### src/rtl/mux_4x1_trans_if.sv
// rtl/mux_4x1_trans_if.sv - data/select/result bundle for mux_4x1_trans
interface mux_4x1_trans_if #(
    parameter int WIDTH = 1
);
    logic [WIDTH-1:0] d0;
    logic [WIDTH-1:0] d1;
    logic [WIDTH-1:0] d2;
    logic [WIDTH-1:0] d3;
    logic             s0;
    logic             s1;
    logic [WIDTH-1:0] result;
    logic [3:0]       sel_onehot;

    modport master (
        output d0, d1, d2, d3, s0, s1,
        input  result, sel_onehot
    );

    modport slave (
        input  d0, d1, d2, d3, s0, s1,
        output result, sel_onehot
    );
endinterface

### src/rtl/mux_4x1_trans.sv
// rtl/mux_4x1_trans.sv - 4:1 mux with registered one-hot select; MUX_4X1_TRANS_COMB_OUT_EN makes result combinational
module mux_4x1_trans #(
    parameter int WIDTH = 1
) (
    input  logic          clk,
    input  logic          rst,
    mux_4x1_trans_if.slave bus
);
    logic [1:0]       sel;
    logic [WIDTH-1:0] mux_out;
    logic [3:0]       onehot_next;
    logic [3:0]       sel_onehot_q;

    assign sel = {bus.s1, bus.s0};

    // Every select code is listed, so neither case can hold a previous value.
    always_comb begin
        case (sel)
            2'b00: mux_out = bus.d0;
            2'b01: mux_out = bus.d1;
            2'b10: mux_out = bus.d2;
            2'b11: mux_out = bus.d3;
        endcase
    end

    always_comb begin
        case (sel)
            2'b00: onehot_next = 4'b0001;
            2'b01: onehot_next = 4'b0010;
            2'b10: onehot_next = 4'b0100;
            2'b11: onehot_next = 4'b1000;
        endcase
    end

    always_ff @(posedge clk) begin
        if (rst) begin
            sel_onehot_q <= 4'b0000;
        end else begin
            sel_onehot_q <= onehot_next;
        end
    end

    assign bus.sel_onehot = sel_onehot_q;

`ifdef MUX_4X1_TRANS_COMB_OUT_EN
    assign bus.result = mux_out;
`else
    logic [WIDTH-1:0] result_q;

    always_ff @(posedge clk) begin
        if (rst) begin
            result_q <= '0;
        end else begin
            result_q <= mux_out;
        end
    end

    assign bus.result = result_q;
`endif
endmodule

### src/flat_wrapper.sv
// flat-port wrapper written by rule: the top's interface ports become plain ports
module mux_4x1_trans_flat 
#(
    parameter int WIDTH = 1
)
  (clk, rst, bus_d0, bus_d1, bus_d2, bus_d3, bus_s0, bus_s1, bus_result, bus_sel_onehot);
  mux_4x1_trans_if #(.WIDTH(WIDTH)) bus_i ();
  input  logic clk;
  input  logic rst;
  input wire logic [$bits(bus_i.d0)-1:0] bus_d0;
  input wire logic [$bits(bus_i.d1)-1:0] bus_d1;
  input wire logic [$bits(bus_i.d2)-1:0] bus_d2;
  input wire logic [$bits(bus_i.d3)-1:0] bus_d3;
  input wire logic [$bits(bus_i.s0)-1:0] bus_s0;
  input wire logic [$bits(bus_i.s1)-1:0] bus_s1;
  output wire logic [$bits(bus_i.result)-1:0] bus_result;
  output wire logic [$bits(bus_i.sel_onehot)-1:0] bus_sel_onehot;
  assign bus_i.d0 = bus_d0;
  assign bus_i.d1 = bus_d1;
  assign bus_i.d2 = bus_d2;
  assign bus_i.d3 = bus_d3;
  assign bus_i.s0 = bus_s0;
  assign bus_i.s1 = bus_s1;
  assign bus_result = bus_i.result;
  assign bus_sel_onehot = bus_i.sel_onehot;
  mux_4x1_trans #(.WIDTH(WIDTH)) u_core (.clk(clk), .rst(rst), .bus(bus_i));
endmodule
### config.mk
export PLATFORM = sky130hd
export DESIGN_NAME = mux_4x1_trans_flat
export DESIGN_NICKNAME = d
export VERILOG_FILES = /design/src/rtl/mux_4x1_trans_if.sv /design/src/rtl/mux_4x1_trans.sv /design/src/flat_wrapper.sv
export SDC_FILE = /design/constraint.sdc
export NUM_CORES = 1
export LEC_CHECK = 0
export CAP_MARGIN = 40
export CORE_AREA = 5 5 42 44
export CTS_CLUSTER_DIAMETER = 30
export DETAILED_ROUTE_END_ITERATION = 7
export DIE_AREA = 0 0 47 49
export GPL_ROUTABILITY_DRIVEN = 0
export SYNTH_ARGS = -nofsm -noshare
export SYNTH_HDL_FRONTEND = slang
export SYNTH_SLANG_ARGS = --single-unit
### constraint.sdc
create_clock -name clk -period 2.5 [get_ports clk]
set_clock_uncertainty 0.1 [all_clocks]
set_input_delay 0.5 -clock clk [delete_from_list [all_inputs] [get_ports clk]]
set_output_delay 0.5 -clock clk [all_outputs]
set_load 0.05 [all_outputs]
# Yosys cells after proc, flatten, opt, wreduce, memory -nomap -nowiden
# Cells that the tools add are included.
# Widths: inputs -> output; s select.
op_classes:
  add_sub_neg: 0
  n_mux: 2
  n_mul: 0
  order_cmp: 0
  bitwise: 0
  n_shift: 0
  n_reduce_logical: 1
  div_mod_pow: 0
  n_eq_ne: 3
op_table:
  columns: ["operator", "n"]
  rows:
  - ["$pmux 4 s4", 1]
  - ["$eq 2x2->1 const B", 2]
  - ["$pmux 1 s4", 1]
  - ["$eq 2x1->1 const B", 1]
  - ["$logic_not 2->1", 1]
totals:
  mem_bits_rw: 0
  reg_bits: 5
  output_inout_bits: 5
  input_bits: 8
  latch_bits: 0
  mem_count: 0
  mem_bits_ro: 0

# Longest topological paths before layout
depth:
  word_depth: 2
  depth_mapped: 2
  mapped_depth_nobuf: 2

# Worst setup path before layout
# No wires, ideal clock.
synth_timing:
  path_kind: "input -> register"
  from: "input bus_s0"
  to: "register u_core.result_q (netlist: u_core.bus.result)"
  t_arrival_ns: 1.087
  path_stages: 2
  required_ns: 2.288
  path_slack_ns: 1.201
  setup_ns: 0.112
  path_buffers: 0
  cell_sequence: "mux4_2 > nor2b_4"
synth_via:
  elab_chain_len: 2
  elab_cells_between_ends: 5
  classes_between: "eq/ne: 3; mux: 1; reduce/logical: 1"
synth_lines:
  columns: ["element", "line", "text"]
  rows:
  - ["start: declaration", "flat_wrapper.sv:14", "input wire logic [$bits(bus_i.s0)-1:0] bus_s0;"]
  - ["$eq 2x2->1, or another cell as far along", "mux_4x1_trans.sv:18", "case (sel)"]
  - ["$pmux 1 s4 *", "mux_4x1_trans.sv:18", null]
  - ["end signal: assignment", "mux_4x1_trans.sv:54", "result_q <= mux_out;"]
  - ["end: declaration", "mux_4x1_trans.sv:48", "logic [WIDTH-1:0] result_q;"]
# Every way passes the cells marked *; elsewhere a longest branch is shown, timed or not.
# A chain may end at the register's enable or synchronous reset.

# Final worst setup path
layout_timing:
  from: "register u_core.sel_onehot_q[0] (netlist: u_core.bus.sel_onehot[0])"
  to: "output bus_sel_onehot[0]"
layout_rtl:
  columns: ["element", "line", "text"]
  rows:
  - ["start: declaration", "mux_4x1_trans.sv:12", "logic [3:0] sel_onehot_q;"]
  - ["start signal: assignment", "mux_4x1_trans.sv:39", "sel_onehot_q <= onehot_next;"]
  - ["end: declaration", "flat_wrapper.sv:17", "output wire logic [$bits(bus_i.sel_onehot)-1:0] bus_sel_onehot;"]
# No word-level cell between the ends.

==> impl_metrics.py <==
metrics = {
    "outcome": {
        "status": "finished, final reports clean",
    },
    "hold_path": {
        "hold_path_class": "input port to register",
        "hold_start": "bus_s1",
        "holdPathStages": 2,
        "whs_endpoint": "u_core.bus.sel_onehot[0]",
    },
    "finish": {
        "synthToLayoutAreaGrowth_pct": 100,
        "num-nets-final": 36,
        "antenna_cells": 0,
        "nFillCells": 159,
        "drive_gt1_frac": 0.222,
        "post-route-util": 0.238,
        "fin_cells": 43,
        "stdcell_area_sq_um": 333,
    },
    "clocking": {
        "post_cts_buffers": 0,
        "cts_hold_buf": 0,
        "cts.reportedPaths.clkPinSlew_ns": 0.05,
        "cts-resized-gates": 0,
        "cts_made_buffers": 3,
        "cts_tree": "done",
        "root_buffer": "clkbuf_4",
        "clockBufferDepth": 2,
        "clock_sinks": 5,
        "htree_levels": 1,
    },
    "power": {
        "intPower_mw": 0.166,
        "seqPwrFrac": 0.385,
        "power.density_nw_per_um2": 663,
        "peakVddDrop_mv": 0.169,
        "comb_power_share": 0.192,
        "p_leak_nw": 0.125,
        "p_sw_mw": 0.0545,
        "p_clk_frac": 0.423,
        "power.total_mw": 0.221,
        "switching_share": 0.247,
    },
    "timing": {
        "hold_viol_final": 0,
        "whs_ns": 0.826,
        "finalMaxSlewViolations": 0,
        "period_needed_ns": 1.95,
        "fmax_mhz": 514,
        "setup_ws_ns": 0.553,
        "tightest_slew_ns": 0.493,
        "finalSetupViolCount": 0,
        "post-route-period-util": 0.779,
        "setup_tns_ns": 0,
        "relSlewSlack": 0.670,
        "rsz0062_at_grt": "no",
    },
    "global_routing": {
        "grt_start_max_net_pins": 6,
        "grt_overflow": 0,
        "antenna_found_initial": 0,
        "grt_use_total": 0.0529,
        "grt_pass1_wl_microns": 779,
        "grt_pass1_vias": 187,
    },
    "synthesis": {
        "ys_types": 6,
        "synth_top_area_cell": "dfxtp_1",
        "ys_seq_area_frac": 0.602,
        "ys_ff_latch": 5,
        "synth_area_leaders": "dfxtp_1 (60%), mux4_2 (14%), nor3b_1 (9.0%)",
        "yosys.area.top_type_share": 0.602,
        "yosys_warnings": 0,
        "postSynthCellCount": 11,
        "synthesis.nets": 19,
        "syn-cell-area_sq_um": 166,
        "syn_avg_cell_area_sq_um": 15.1,
    },
    "floorplanning": {
        "core.rowCount": 14,
        "dieHeight_microns": 49,
        "fp.coreArea_sq_um": 1400,
        "ios": 13,
        "dieArea_sq_um": 2300,
        "initial_core_util": 0.119,
        "die_w_microns": 47,
    },
    "placement": {
        "post_dp_cell_area_sq_um": 307,
        "placedCellCount": 39,
        "portBuffers": 12,
        "preCtsSetupSlack_ns": 0.577,
    },
    "routing": {
        "vias": 149,
        "first_pass_iters": 4,
        "routed_wl_microns": 407,
        "routedWlPerCell_microns": 9.47,
        "drtAntennaViolNets": 0,
        "drt_iter0_markers": 4,
        "viasPerCell": 3.47,
        "drc": 0,
    },
    "flow_run": {
        "maxCapViolations": 0,
    },
    "setup_path": {
        "crit_buf_inv": 1,
        "worstPathMaxFanout": 1,
        "crit_required_ns": 1.90,
        "cp.arrival_ns": 1.35,
        "cp_cell_sequence": "clkdlybuf4s50_1",
        "slowest_stage": "clkdlybuf4s50_1",
        "worstSetupStartpoint": "u_core.bus.sel_onehot[0]",
        "critPathCaptureType": "output port",
        "critPathLaunchType": "register",
        "cpLargestDelayFamily": "buffers and inverters",
        "setup.worst_path.class": "register to output port",
        "max_stage_delay_ns": 0.80,
    },
}
[synthesized netlist by cell type, drive strengths merged]
master,n
dfxtp,5
nor3b,2
and3b,1
mux4,1
nor2b,1
nor3,1
[sequential cells by signal (all words and copies together), names as in the netlist]
register / flops
u_core.bus.result: 1
u_core.bus.sel_onehot: 4
[layer usage]
metal	track usage	routed length [microns]	vias to the layer above
met1	0.0618	222	61
met4	0.0415	0	0
met2	0.0520	98	15
met5	0	0	-
li1	-	-	73
met3	0.0554	86	0
[cell usage in the layout (no fill, tap or decap), drive strengths merged]
master and instances:
and3b 1, clkbuf 4, clkdlybuf4s50 12, dfxtp 5
mux4 1, nor2b 1, nor3 1, nor3b 2
[power groups by stage]
stage,registers [mW],logic (mW),clock network (mW)
global placement,0.0862,0.0425,0
global route,0.0851,0.0451,0.104
detailed placement,0.0863,0.0422,0
CTS,0.0849,0.0426,0.0965
finish,0.0848,0.0423,0.0934
floorplan,0.100,0.00724,0
[cell families (layout without fill, tap and decap cells)]
logic type | after synthesis | after routing | share of synthesized area
buffers and inverters | 0 | 16 | 0
DFF | 5 | 5 | 0.602
muxes | 1 | 1 | 0.135
and+or+nand+nor | 5 | 5 | 0.263
[how the worst max path moves through the flow]
stage                        end  cells after the start
4_1_cts        bus_sel_onehot[0]                      1
6_report       bus_sel_onehot[0]                      1
5_1_grt               bus_result                      1
3_3_place_gp   u_core.bus.result                      3
3_5_place_dp   u_core.bus.result                      3
2_1_floorplan  u_core.bus.result                      2
[layout make-up]
cell class / count / area [sq um] / area share
tap: 16 / 20.0 / 0.0602
clock buffer: 4 / 26.3 / 0.0789
sequential: 5 / 100 / 0.301
timing repair buffer: 12 / 120 / 0.361
multi-input combinational: 6 / 66.3 / 0.199
Power figures use the tool's default switching activity.
